===== src/rtl/rle_index_pkg.sv =====
// Shared types and helpers for the run-length index decoder.
//   state_t   : decoder word-class state (LIT_FIRST / LIT / RUN)
//   is_escape : true when the low `width` bits of a word are all ones
package rle_index_pkg;

  typedef enum logic [1:0] {
    ST_LIT_FIRST = 2'b00,
    ST_LIT       = 2'b01,
    ST_RUN       = 2'b10
  } state_t;

  // Widest stream word is_escape can inspect.
  localparam int MAX_W = 64;

  function automatic logic is_escape(input logic [MAX_W-1:0] word, input int unsigned width);
    logic [MAX_W-1:0] mask;
    mask = (width >= MAX_W) ? '1 : ((MAX_W'(1) << width) - MAX_W'(1));
    return (word & mask) == mask;
  endfunction

endpackage


===== src/rtl/rle_index_decoder_sample_edge_detect.sv =====
// Masked change detector for literal samples.
// Keeps the last literal seen and reports, one cycle after the accepting
// edge, the index and value of any literal whose masked bits differ from it.
//   clk, rst_n     : clock, async active-low reset
//   i_clear        : synchronous restart (same effect as reset)
//   i_lit_strobe   : an accepted literal word is on i_sample this cycle
//   i_sample       : literal value
//   i_edge_mask    : bits that take part in the compare
//   i_index        : index of this literal (pre-increment count)
//   o_edge_valid   : one-cycle pulse on a detected change
//   o_edge_index   : index of the changing literal (held)
//   o_edge_sample  : value of the changing literal (held)
module sample_edge_detect #(
  parameter int SAMPLE_W = 16,
  parameter int INDEX_W  = 48
) (
  input  logic                clk,
  input  logic                rst_n,
  input  logic                i_clear,
  input  logic                i_lit_strobe,
  input  logic [SAMPLE_W-1:0] i_sample,
  input  logic [SAMPLE_W-1:0] i_edge_mask,
  input  logic [INDEX_W-1:0]  i_index,
  output logic                o_edge_valid,
  output logic [INDEX_W-1:0]  o_edge_index,
  output logic [SAMPLE_W-1:0] o_edge_sample
);

  logic [SAMPLE_W-1:0] r_last_lit;
  logic                r_have_prev;
  logic                r_edge_valid;
  logic [INDEX_W-1:0]  r_edge_index;
  logic [SAMPLE_W-1:0] r_edge_sample;
  logic                w_edge;

  // The first literal after a restart has nothing to compare against.
  assign w_edge = i_lit_strobe & r_have_prev & (|((i_sample ^ r_last_lit) & i_edge_mask));

  always_ff @(posedge clk or negedge rst_n) begin
    if (!rst_n) begin
      r_last_lit    <= '0;
      r_have_prev   <= 1'b0;
      r_edge_valid  <= 1'b0;
      r_edge_index  <= '0;
      r_edge_sample <= '0;
    end else if (i_clear) begin
      r_last_lit    <= '0;
      r_have_prev   <= 1'b0;
      r_edge_valid  <= 1'b0;
      r_edge_index  <= '0;
      r_edge_sample <= '0;
    end else begin
      r_edge_valid <= w_edge;
      if (w_edge) begin
        r_edge_index  <= i_index;
        r_edge_sample <= i_sample;
      end
      if (i_lit_strobe) begin
        r_last_lit  <= i_sample;
        r_have_prev <= 1'b1;
      end
    end
  end

  assign o_edge_valid  = r_edge_valid;
  assign o_edge_index  = r_edge_index;
  assign o_edge_sample = r_edge_sample;

endmodule


===== src/rtl/rle_index_decoder.sv =====
// Run-length-compressed sample stream decoder.
// Tracks the absolute expanded-sample index of the stream, flags index
// wrap (sticky), and reports masked value changes on literal samples.
// A literal equal to the previous word announces a run; the following word
// is then a count. An all-ones count continues the run with another count.
//   clk, rst_n      : clock, async active-low reset
//   i_clear         : synchronous restart, wins over i_sample_strobe
//   i_sample        : stream word (literal or run count)
//   i_sample_strobe : accept i_sample this cycle
//   i_edge_mask     : bits participating in edge detection
//   o_index         : expanded-sample count after the last accepted word
//   o_index_wrap    : sticky carry-out of the index adder
//   o_edge_valid    : one-cycle change pulse
//   o_edge_index    : index of the sample that changed
//   o_edge_sample   : literal value that caused the change
module rle_index_decoder
  import rle_index_pkg::*;
#(
  parameter int SAMPLE_W = 16,
  parameter int INDEX_W  = 48
) (
  input  logic                clk,
  input  logic                rst_n,
  input  logic                i_clear,
  input  logic [SAMPLE_W-1:0] i_sample,
  input  logic                i_sample_strobe,
  input  logic [SAMPLE_W-1:0] i_edge_mask,
  output logic [INDEX_W-1:0]  o_index,
  output logic                o_index_wrap,
  output logic                o_edge_valid,
  output logic [INDEX_W-1:0]  o_edge_index,
  output logic [SAMPLE_W-1:0] o_edge_sample
);

  state_t              r_state;
  state_t              w_state_nxt;
  logic [SAMPLE_W-1:0] r_last_word;
  logic [INDEX_W-1:0]  r_index;
  logic                r_index_wrap;
  logic                w_accept;
  logic                w_is_lit;
  logic [INDEX_W-1:0]  w_add;
  logic [INDEX_W:0]    w_sum;

  assign w_accept = i_sample_strobe & ~i_clear;

  always_ff @(posedge clk or negedge rst_n) begin
    if (!rst_n)        r_state <= ST_LIT_FIRST;
    else if (i_clear)  r_state <= ST_LIT_FIRST;
    else if (w_accept) r_state <= w_state_nxt;
  end

  // Word classification and next state. The unused encoding falls back to
  // literal handling and restarts in LIT_FIRST.
  always_comb begin
    w_state_nxt = ST_LIT_FIRST;
    w_is_lit    = 1'b1;
    w_add       = INDEX_W'(1);
    case (r_state)
      ST_LIT_FIRST: w_state_nxt = ST_LIT;
      ST_LIT:       w_state_nxt = (i_sample == r_last_word) ? ST_RUN : ST_LIT;
      ST_RUN: begin
        w_is_lit    = 1'b0;
        w_add       = INDEX_W'(i_sample);
        w_state_nxt = is_escape(MAX_W'(i_sample), SAMPLE_W) ? ST_RUN : ST_LIT_FIRST;
      end
      default:      w_state_nxt = ST_LIT_FIRST;
    endcase
  end

  // One extra bit captures the carry for the wrap flag.
  assign w_sum = {1'b0, r_index} + {1'b0, w_add};

  always_ff @(posedge clk or negedge rst_n) begin
    if (!rst_n) begin
      r_index      <= '0;
      r_index_wrap <= 1'b0;
      r_last_word  <= '0;
    end else if (i_clear) begin
      r_index      <= '0;
      r_index_wrap <= 1'b0;
      r_last_word  <= '0;
    end else if (w_accept) begin
      r_index      <= w_sum[INDEX_W-1:0];
      r_index_wrap <= r_index_wrap | w_sum[INDEX_W];
      r_last_word  <= i_sample;
    end
  end

  sample_edge_detect #(
    .SAMPLE_W (SAMPLE_W),
    .INDEX_W  (INDEX_W)
  ) u_edge (
    .clk           (clk),
    .rst_n         (rst_n),
    .i_clear       (i_clear),
    .i_lit_strobe  (w_accept & w_is_lit),
    .i_sample      (i_sample),
    .i_edge_mask   (i_edge_mask),
    .i_index       (r_index),
    .o_edge_valid  (o_edge_valid),
    .o_edge_index  (o_edge_index),
    .o_edge_sample (o_edge_sample)
  );

  assign o_index      = r_index;
  assign o_index_wrap = r_index_wrap;

endmodule


===== config.mk =====
export PLATFORM = sky130hd
export DESIGN_NAME = rle_index_decoder
export DESIGN_NICKNAME = d
export VERILOG_FILES = /design/src/rtl/rle_index_pkg.sv /design/src/rtl/rle_index_decoder_sample_edge_detect.sv /design/src/rtl/rle_index_decoder.sv
export SDC_FILE = /design/constraint.sdc
export NUM_CORES = 1
export LEC_CHECK = 0
export ABC_AREA = 1
export CAP_MARGIN = 20
export CORE_UTILIZATION = 30
export DETAILED_ROUTE_END_ITERATION = 7
export PLACE_DENSITY = 0.62
export SLEW_MARGIN = 10
export SYNTH_ARGS = -nofsm -noshare
export SYNTH_HDL_FRONTEND = slang
export SYNTH_SLANG_ARGS = --single-unit
export TNS_END_PERCENT = 5

===== constraint.sdc =====
create_clock -name clk -period 5.3 [get_ports clk]
set_input_delay 0.53 -clock clk [delete_from_list [all_inputs] [get_ports clk]]
set_output_delay 0.53 -clock clk [all_outputs]
set_load 0.02 [all_outputs]

* Word-level counts from Yosys, hierarchy flattened
Index checks and enable logic that the tools add are counted.
Operators by class: reduce and logical (&&, ||, !) cells 5, equal/unequal tests 4, magnitude comparators 0, bitwise operators 8, multiplexer cells 22, multiply operators 0, add/sub/neg operators 1, shifts and indexed selects 0, divide/modulo/power cells 0
Operator list (number):
- $mux 48 | 4
- $mux 16 | 7
- $add 48x48->49 | 1
- $and 16x16->16 | 1
- $eq 16x16->1 | 1
- $eq 16x16->1 const B | 1
- $reduce_or 16->1 | 1
- $xor 16x16->16 | 1
- $mux 2 | 4
- $mux 1 | 6
- $pmux 2 s3 | 1
- $reduce_bool 2->1 | 3
- $and 1x1->1 | 4
- $eq 2x1->1 const B | 1
- $eq 2x2->1 const B | 1
- $logic_not 2->1 | 1
- $not 1->1 | 1
- $or 1x1->1 | 1
Word-level totals: RAM bits 0, logic and storage cells 49, output and inout bits 114, bits in read-only memories 0, memories 0, bits of input ports 36, flip-flop bits (word level) 149, bits in latches 0

* Logic depth before layout (Yosys ltp)
Gate-level depths: netlist of run 1.
depth in word-level cells 7, gate-level depth with buffers 20, gate-level depth less buffers 19

* Modules after synthesis
A second synthesis of run 1 with hierarchy kept.
Unflattened totals: cells, all modules 1265, area total of the unflattened synthesis 9148.8 µm²
By module, submodules not included:
- rle_index_decoder | cells each 816, seq. area each 1676.6 µm², times used 1, area each 5156.2 µm²
- sample_edge_detect | cells each 449, seq. area each 2052.0 µm², times used 1, area each 3992.6 µm²

* Least setup slack after synthesis of run 1
Ideal clock, no wire load.
path kind register to register, start register r_state[1], end register r_index[25] (netlist: o_index[25]), slack 3.001 ns, arrival 2.185 ns, period minus slack after synthesis 2.299 ns, library setup time 0.114 ns, cell stages (with the launch flop) 19, buffers on the path 1, required time 5.186 ns, cells stage by stage dfrtp_1 -> inv_1 -> nor2_1 -> inv_2 -> buf_1 -> nor2_1 -> ha_1 -> nand2_2 -> inv_1 -> a21oi_1 -> nand3_2 -> nand2_1 -> nand2_1 -> nand2_2 -> inv_2 -> nand2_1 -> nand2_1 -> inv_1 -> nor2_1
Between the ends: word-level cells in the longest chain between the ends 5
Ends and longest elaborated chain:
- from (decl) | RTL line rle_index_decoder.sv:35 | state_t r_state;
- from (signal assigned) | RTL line rle_index_decoder.sv:50 | else if (w_accept) r_state <= w_state_nxt;
- $eq 2x2->1 | RTL line rle_index_decoder.sv:59 | case (r_state)
- $mux 16 | RTL line rle_index_decoder.sv:59
- $add 48x48->49 | RTL line rle_index_decoder.sv:72 | assign w_sum = {1'b0, r_index} + {1'b0, w_add};
- $mux 48 | RTL line rle_index_decoder.sv:83 | end else if (w_accept) begin
- $mux 48 | RTL line rle_index_decoder.sv:79 | end else if (i_clear) begin
- to (signal assigned) | RTL line rle_index_decoder.sv:84 | r_index <= w_sum[INDEX_W-1:0];
- to (decl) | RTL line rle_index_decoder.sv:38 | logic [INDEX_W-1:0] r_index;
No other way between the ends. The select of a mux whose other input is x is not followed. A chain may end at the register's enable or synchronous reset.

* Worst setup path after layout of run 1
start input port i_sample_strobe, end register u_edge.r_edge_sample[15] (netlist: u_edge.o_edge_sample[15])
Between the ends: word-level cells in the longest chain between the ends 5
Ends and longest elaborated chain:
- from (decl) | RTL line rle_index_decoder.sv:26 | input logic i_sample_strobe,
- $and 1x1->1 | RTL line rle_index_decoder.sv:45 | assign w_accept = i_sample_strobe & ~i_clear;
- $and 1x1->1 | RTL line rle_index_decoder.sv:97 | .i_lit_strobe (w_accept & w_is_lit),
- $and 1x1->1 (2 in series) | RTL line rle_index_decoder_sample_edge_detect.sv:37 | assign w_edge = i_lit_strobe & r_have_prev & (|((i_sample ^ r_last_lit) & i_edge_mask));
- $reduce_bool 2->1 (no line)
- to (signal assigned) | RTL line rle_index_decoder_sample_edge_detect.sv:56 | r_edge_sample <= i_sample;
- to (decl) | RTL line rle_index_decoder_sample_edge_detect.sv:33 | logic [SAMPLE_W-1:0] r_edge_sample;
No other way between the ends.

==> results.yml, run 1 <==
worst_setup_path:
  worstPathRequired_ns: 5.65
  critPathBufInv: 4
  cp.depth: 10
  crit_chain: "clkdlybuf4s50_1 -> buf_4 -> inv_2 -> nor2_8 -> nand2_4 -> nor2_4 -> nand2_4 -> inv_2 -> nand3_1 -> nand2_1"
  critPathMaxStageDelay_ns: 0.63
  critical_path_class: "input pin to register"
  cp-end-kind: "register"
  critPathMaxFanout: 108
  crit_path_start_kind: "input pin"
  cp_slowest_cell: "inv_2"
  reg2reg_depth: 13
  crit_arrival_ns: 3.56
  critPathTopFamily: "buffers and inverters"
floorplan:
  io_pins: 150
  dieArea_um2: 28550
  row_count: 60
  die_w_um: 169.0
  initial_core_util: 0.3078
  dieHeight_um: 169.0
  coreArea_um2: 27180
timing:
  slew_viol_final: 0
  setup_viol: 0
  setup_ws_ns: 2.090
  hold_violations: 0
  slew_headroom: 0.3105
  tightest_slew_ns: 1.034
  grt_setup_unrepaired: "false"
  finalCriticalPeriod_ns: 3.210
  fin_setup_tns_ns: 0
  finalClockSkew_ns: 0.01493
  finalCritPeriodShare: 0.6056
  fmax_mhz: 311.5
clock_tree:
  cts_hold_buf: 0
  clk_pin_slew_ns: 0.06
  cts_buffers: 17
  post_cts_buffers: 0
  cts_root_buf: "clkbuf_16"
  cts.sinks: 149
  cts_tree: "done"
  cts.htree.levels: 4
  cts_repair_resize_count: 0
  ctsLongestPathBuffers: 2
  clk_latency_ns: 0.43
power_and_ir_drop:
  finalPower_mw: 2.635
  cellPowerDensity_nw_per_um2: 244.8
  power.leakage_nw: 5.056
  worst_ir_drop_vdd_mv: 0.2098
synthesis:
  synthCells: 1113
  synth.most_common_cell: "nand2_1"
  yosysTopAreaCell: "dfrtp_1"
  yosysTopAreaCellShare: 0.4458
  synth.yosys.seq_area_share: 0.4458
  synth.distinct_cells: 45
  synth_area_per_cell_um2: 7.515
  synth_common_cells: "nand2_1 (294), dfrtp_1 (149), inv_1 (134)"
  syn_nets: 1166
  synthArstFlopShare: 1.000
  synth_area_um2: 8364
  ys.flop_type: "dfrtp_1"
  ys_warn_count: 0
  synth-edff-count: 0
  synth_seq_cells: 149
  synthTopCellsByArea: "dfrtp_1 (45%), nand2_1 (13%), nand3_1 (7.6%)"
grt:
  grt_pass1_vias: 7661
  grt_max_degree: 109
  grt-ovfl-total: 0
  grt_first_pass_wirelength_mm: 43.35
  antenna_found_initial: 0
  grtUsageTotal: 0.1952
finish:
  syn2layout_area_growth_pct: 28.74
  post-route-util: 0.3962
  drive_above_1_share: 0.07132
  nNetsFinal: 1304
  n_antenna_cell: 0
  stdcell_count: 1634
outcome:
  outcome: "finished, final reports clean"
min_path:
  min_path_type: "input pin to async pin"
place:
  dp.cells: 1604
  hpwl_mm: 20.03
  gp_congestion: 0.9062
  dp_worst_setup_slack_ns: 1.685
  io_buffers: 149
detailed_routing:
  drc: 0
  drt-vias-per-instance: 4.934
  drt_iter0_markers: 752
  dr.pass1.iters: 5
  vias: 8062
  wl_per_cell_um: 16.65
  ant_nets: 0
  wl_mm: 27.21
flow_run:
  drv_cap: 0
==> per-layer routing <==
metal,wire (um),GRT usage,vias up,share of wire
li1,-,-,3953,-
met1,12620,0.2754,3807,0.46
met5,0,0,-,0
met4,523,0.05836,0,0.019
met2,12390,0.3045,266,0.46
met3,1674,0.03437,36,0.062
==> worst register-to-register path: cells and delay by family, from the launching register on <==
| family | cells | cell delay (ns) |
|---|---|---|
| flops | 1 | 0.40 |
| simple gates | 5 | 0.82 |
| buf+inv | 3 | 0.36 |
| compound gates | 4 | 0.68 |
| fa+ha+maj | 1 | 0.43 |
==> state kept, by name (all words and copies together), names as in the netlist <==
signal,flops
o_index,48
u_edge.o_edge_index,48
r_last_word,16
u_edge.o_edge_sample,16
u_edge.r_last_lit,16
r_state,2
o_index_wrap,1
u_edge.o_edge_valid,1
u_edge.r_have_prev,1
==> through the flow <==
step	area, um^2	hold WS (ns)
2_1_floorplan	8364	0.2344
3_3_place_gp	10180	0.4931
3_5_place_dp	10180	0.4898
4_1_cts	10770	0.2620
5_1_grt	10770	0.2810
6_report	10770	0.1733
==> cell usage in the layout (no fill, tap or decap), types with 2 or more instances in the layout <==
| cell | n |
|---|---|
| buf_4 | 4 |
| clkdlybuf4s50_1 | 148 |
| xnor2_1 | 5 |
| nor4_1 | 6 |
| nand3b_1 | 3 |
| dfrtp_1 | 149 |
| o21ai_1 | 8 |
| inv_1 | 134 |
| nor4_4 | 2 |
| inv_6 | 2 |
| nor2_4 | 3 |
| o21bai_1 | 2 |
| ha_1 | 16 |
| o31ai_1 | 2 |
| nor3_2 | 2 |
| a21oi_1 | 28 |
| clkinvlp_4 | 4 |
| o21ai_0 | 72 |
| clkbuf_16 | 17 |
| nand3_1 | 127 |
| nand3_2 | 7 |
| xor2_1 | 3 |
| o21ai_2 | 2 |
| nand2_4 | 2 |
| nand2_1 | 294 |
| nor3_1 | 18 |
| clkinv_2 | 2 |
| nor2_1 | 83 |
| nand2_2 | 7 |
| o22ai_1 | 29 |
| bufinv_16 | 3 |
| inv_2 | 18 |
| nor2_2 | 7 |
| nand4_1 | 37 |
==> cell type report <==
type / instances / area [um^2]
clock buffer: 18 / 429.2
clock inverter: 12 / 156.4
fill: 2814 / 16410
inverter: 153 / 574.3
multi-input combinational: 777 / 3891
sequential: 149 / 3729
tap: 372 / 465.4
timing repair buffer: 153 / 1523
==> report_power, final <==
part	internal, mW	total (mW)	switching, mW
registers	1.16	1.18	0.0160
clock network	0.737	1.24	0.504
logic	0.0735	0.216	0.142
==> kinds of logic (layout without fill, tap and decap cells) <==
logic type      Yosys count  after routing  share of synthesized area
fa+ha+maj                17             17                    0.02633
compound gates          149            149                    0.09858
buf+inv                 187            336                    0.08900
xor+xnor                  8              8                   0.008377
flops                   149            149                     0.4458
simple gates            603            603                     0.3319
==> path summary, 6_finish.rpt <==
kind | startpoint | end | slack (ns)
setup reg to reg | r_state[0] | o_index[16] | 2.51
hold reg to reg | r_last_word[1] | r_last_word[1] | 0.51
max in group asynchronous | rst_n | o_index[2] | 3.79
min in group clk | r_last_word[1] | r_last_word[1] | 0.51
setup / recovery | i_sample_strobe | u_edge.o_edge_sample[15] | 2.09
hold / removal | rst_n | u_edge.o_edge_sample[0] | 0.17
Power figures use the tool's default switching activity.
==> inputs of run 2 (changes only) <==
--- a/config.mk
+++ b/config.mk
@@ -9,7 +9,7 @@
 export CAP_MARGIN = 20
 export CORE_UTILIZATION = 30
 export DETAILED_ROUTE_END_ITERATION = 7
-export PLACE_DENSITY = 0.62
+export PLACE_DENSITY = 0.63
 export SLEW_MARGIN = 10
 export SYNTH_ARGS = -nofsm -noshare
 export SYNTH_HDL_FRONTEND = slang
==> constraint.sdc (replaced) <==
create_clock -name clk -period 2.8 [get_ports clk]
set_input_delay 0.28 -clock clk [delete_from_list [all_inputs] [get_ports clk]]
set_output_delay 0.28 -clock clk [all_outputs]
set_load 0.02 [all_outputs]
==> run 2 against run 1 <==
Against the previous run: flip-flop and latch count did not move; global-route usage grew 0.87 points; setup slack lost 1.9 ns; die area stayed put; count of clock-buffer cells in the layout unchanged; clock skew is 0.0018 ns higher; design area is 3.0% higher; utilization is 1.2 points higher; sequential share of layout area shrank 0.99 points; combinational power increased by 110%; largest cell class unchanged; largest power group unchanged; highest routed layer unchanged.
==> results.yml, run 2 (synthesized netlist as in run 1, its figures left out) <==
timing:
  slew_headroom: 0.5632
  slew_viol_final: 0
  tightest_slew_ns: 0.6537
  finalCriticalPeriod_ns: 2.580
  grt_setup_unrepaired: "false"
  setup_ws_ns: 0.2195
  setup_viol: 0
  fin_setup_tns_ns: 0
  finalCritPeriodShare: 0.9216
  fin_hold_ws_ns: 0.3711
  hold_violations: 0
  finalClockSkew_ns: 0.01672
  fmax_mhz: 387.5
floorplan:
  io_pins: 150
  dieArea_um2: 28550
  coreArea_um2: 27180
  row_count: 60
  initial_core_util: 0.3078
  die_w_um: 169.0
  dieHeight_um: 169.0
clock_tree:
  cts.htree.levels: 4
  cts_buffers: 17
  cts.sinks: 149
  cts_root_buf: "clkbuf_16"
  ctsLongestPathBuffers: 2
  clk_latency_ns: 0.44
  cts_tree: "done"
  clk_pin_slew_ns: 0.07
finish:
  drive_above_1_share: 0.09915
  layout_commonest_cell: "nand2_1"
  n_antenna_cell: 0
  syn2layout_area_growth_pct: 32.54
  nNetsFinal: 1341
  fillers: 2792
  mostFrequentLayoutCells: "nand2_1 (294), dfrtp_1 (149), clkdlybuf4s50_1 (148), inv_1 (134), nand3_1 (127)"
power_and_ir_drop:
  pwr-share-comb: 0.092
  p_switching_mw: 1.309
  p_sw_frac: 0.2617
  p_seq_frac: 0.445
  worst_ir_drop_vdd_mv: 0.4249
  power.leakage_nw: 5.257
  internal-power_mw: 3.694
  clkPwrFrac: 0.462
  cellPowerDensity_nw_per_um2: 451.4
grt:
  grt_pass1_vias: 8024
  grt-ovfl-total: 0
  grtUsageTotal: 0.2039
  grt_first_pass_wirelength_mm: 44.93
  grt_max_degree: 85
  antenna_found_initial: 0
place:
  hpwl_mm: 21.26
  io_buffers: 149
  gp_congestion: 0.9514
  dp_worst_setup_slack_ns: 0.03901
worst_setup_path:
  critPathMaxFanout: 17
  r2r_setup_slack_ns: 0.22
  r2r-start: "r_state[0]"
  reg2reg_depth: 16
  worstPathRequired_ns: 3.17
  crit_path_start_kind: "register"
  rr_endpoint: "o_index[46]"
  crit_arrival_ns: 2.95
  critical_path_class: "register to register"
  cp-end-kind: "register"
flow_run:
  drv_cap: 0
min_path:
  min_path_type: "input pin to async pin"
outcome:
  outcome: "finished, final reports clean"
detailed_routing:
  drc: 0
  drt_iter0_markers: 622
  wl_per_cell_um: 16.80
  drt-vias-per-instance: 4.941
  vias: 8266
  ant_nets: 0
  wl_mm: 28.10
  dr.pass1.iters: 5
-- run 2: changes by cell type in the layout (fill, tap and decap cells not counted), sizes merged --
cell / delta
clkinvlp: -2
dlygate4sd3: +1
bufinv: -1
inv: +1
buf: +36
clkinv: +4
-- run 2: per-stage QoR --
| step | utilization | instance area, um^2 | instances | power (mW) |
|---|---|---|---|---|
| 2_1_floorplan | - | 8364 | 1113 | 2.478 |
| 3_3_place_gp | 0.3857 | 10480 | 1639 | 2.724 |
| 3_5_place_dp | 0.3857 | 10480 | 1639 | 2.730 |
| 4_1_cts | 0.4075 | 11070 | 1672 | 5.043 |
| 5_1_grt | 0.4079 | 11090 | 1673 | 5.169 |
| 6_report | 0.4079 | 11090 | 1673 | 5.004 |
-- run 2: cell type report --
class	instances	area, um^2	area share
Multi-Input combinational cell	777	3894	0.3512
Tap cell	372	465.4	0.04199
Clock inverter	14	151.4	0.01366
Timing Repair Buffer	190	1841	0.1660
Inverter	153	576.8	0.05203
Clock buffer	18	429.2	0.03871
Sequential cell	149	3729	0.3363
-- run 2: worst max path at each step --
| stage | from | end | slack [ns] | cells after the start |
|---|---|---|---|---|
| 4_1_cts | r_state[0] | o_index[46] | 0.14 | 16 |
| 6_report | r_state[0] | o_index[46] | 0.22 | 16 |
| 3_5_place_dp | i_sample[0] | o_index[46] | 0.04 | 17 |
| 3_3_place_gp | i_sample[9] | o_index[26] | 0.09 | 16 |
| 2_1_floorplan | r_state[1] | o_index[25] | 0.50 | 18 |
| 5_1_grt | r_state[0] | o_index[32] | 0.004 | 13 |
-- run 2: what timing repair did --
action	4_1_cts	5_1_grt
buffers inserted	0	1
hold endpoints to repair	51	0
resized for setup	0	2
endpoints found under the setup margin	0	8
hold buffers	1	0
-- run 2: critical path, cell delays in order (launching register included) --
cell and delay [ns]:
dfrtp_1 0.40, nor2_2 0.19, inv_4 0.12, nor2_1 0.14
inv_1 0.08, fa_1 0.43, inv_1 0.09, nand3_1 0.06
nand3_1 0.17, nand2_1 0.09, nand2_1 0.12, nand2_1 0.09
nand3_2 0.21, nand3_1 0.12, nand2_1 0.09, inv_1 0.04
nor2_1 0.08
-- run 2: metal layers --
metal  vias up  track usage  routed length (um)
met4         0      0.06541                 534
met1      3946       0.2809               13030
met2       270       0.3270               13030
met5         -            0                   0
li1       4018            -                   -
met3        32      0.03250                1505
-- run 2: power by group through the flow --
stage | clock network, mW | logic [mW] | registers (mW)
2_1_floorplan | 0 | 0.195 | 2.28
3_3_place_gp | 0 | 0.457 | 2.27
3_5_place_dp | 0 | 0.462 | 2.27
4_1_cts | 2.35 | 0.465 | 2.23
5_1_grt | 2.43 | 0.505 | 2.23
6_report | 2.31 | 0.461 | 2.23
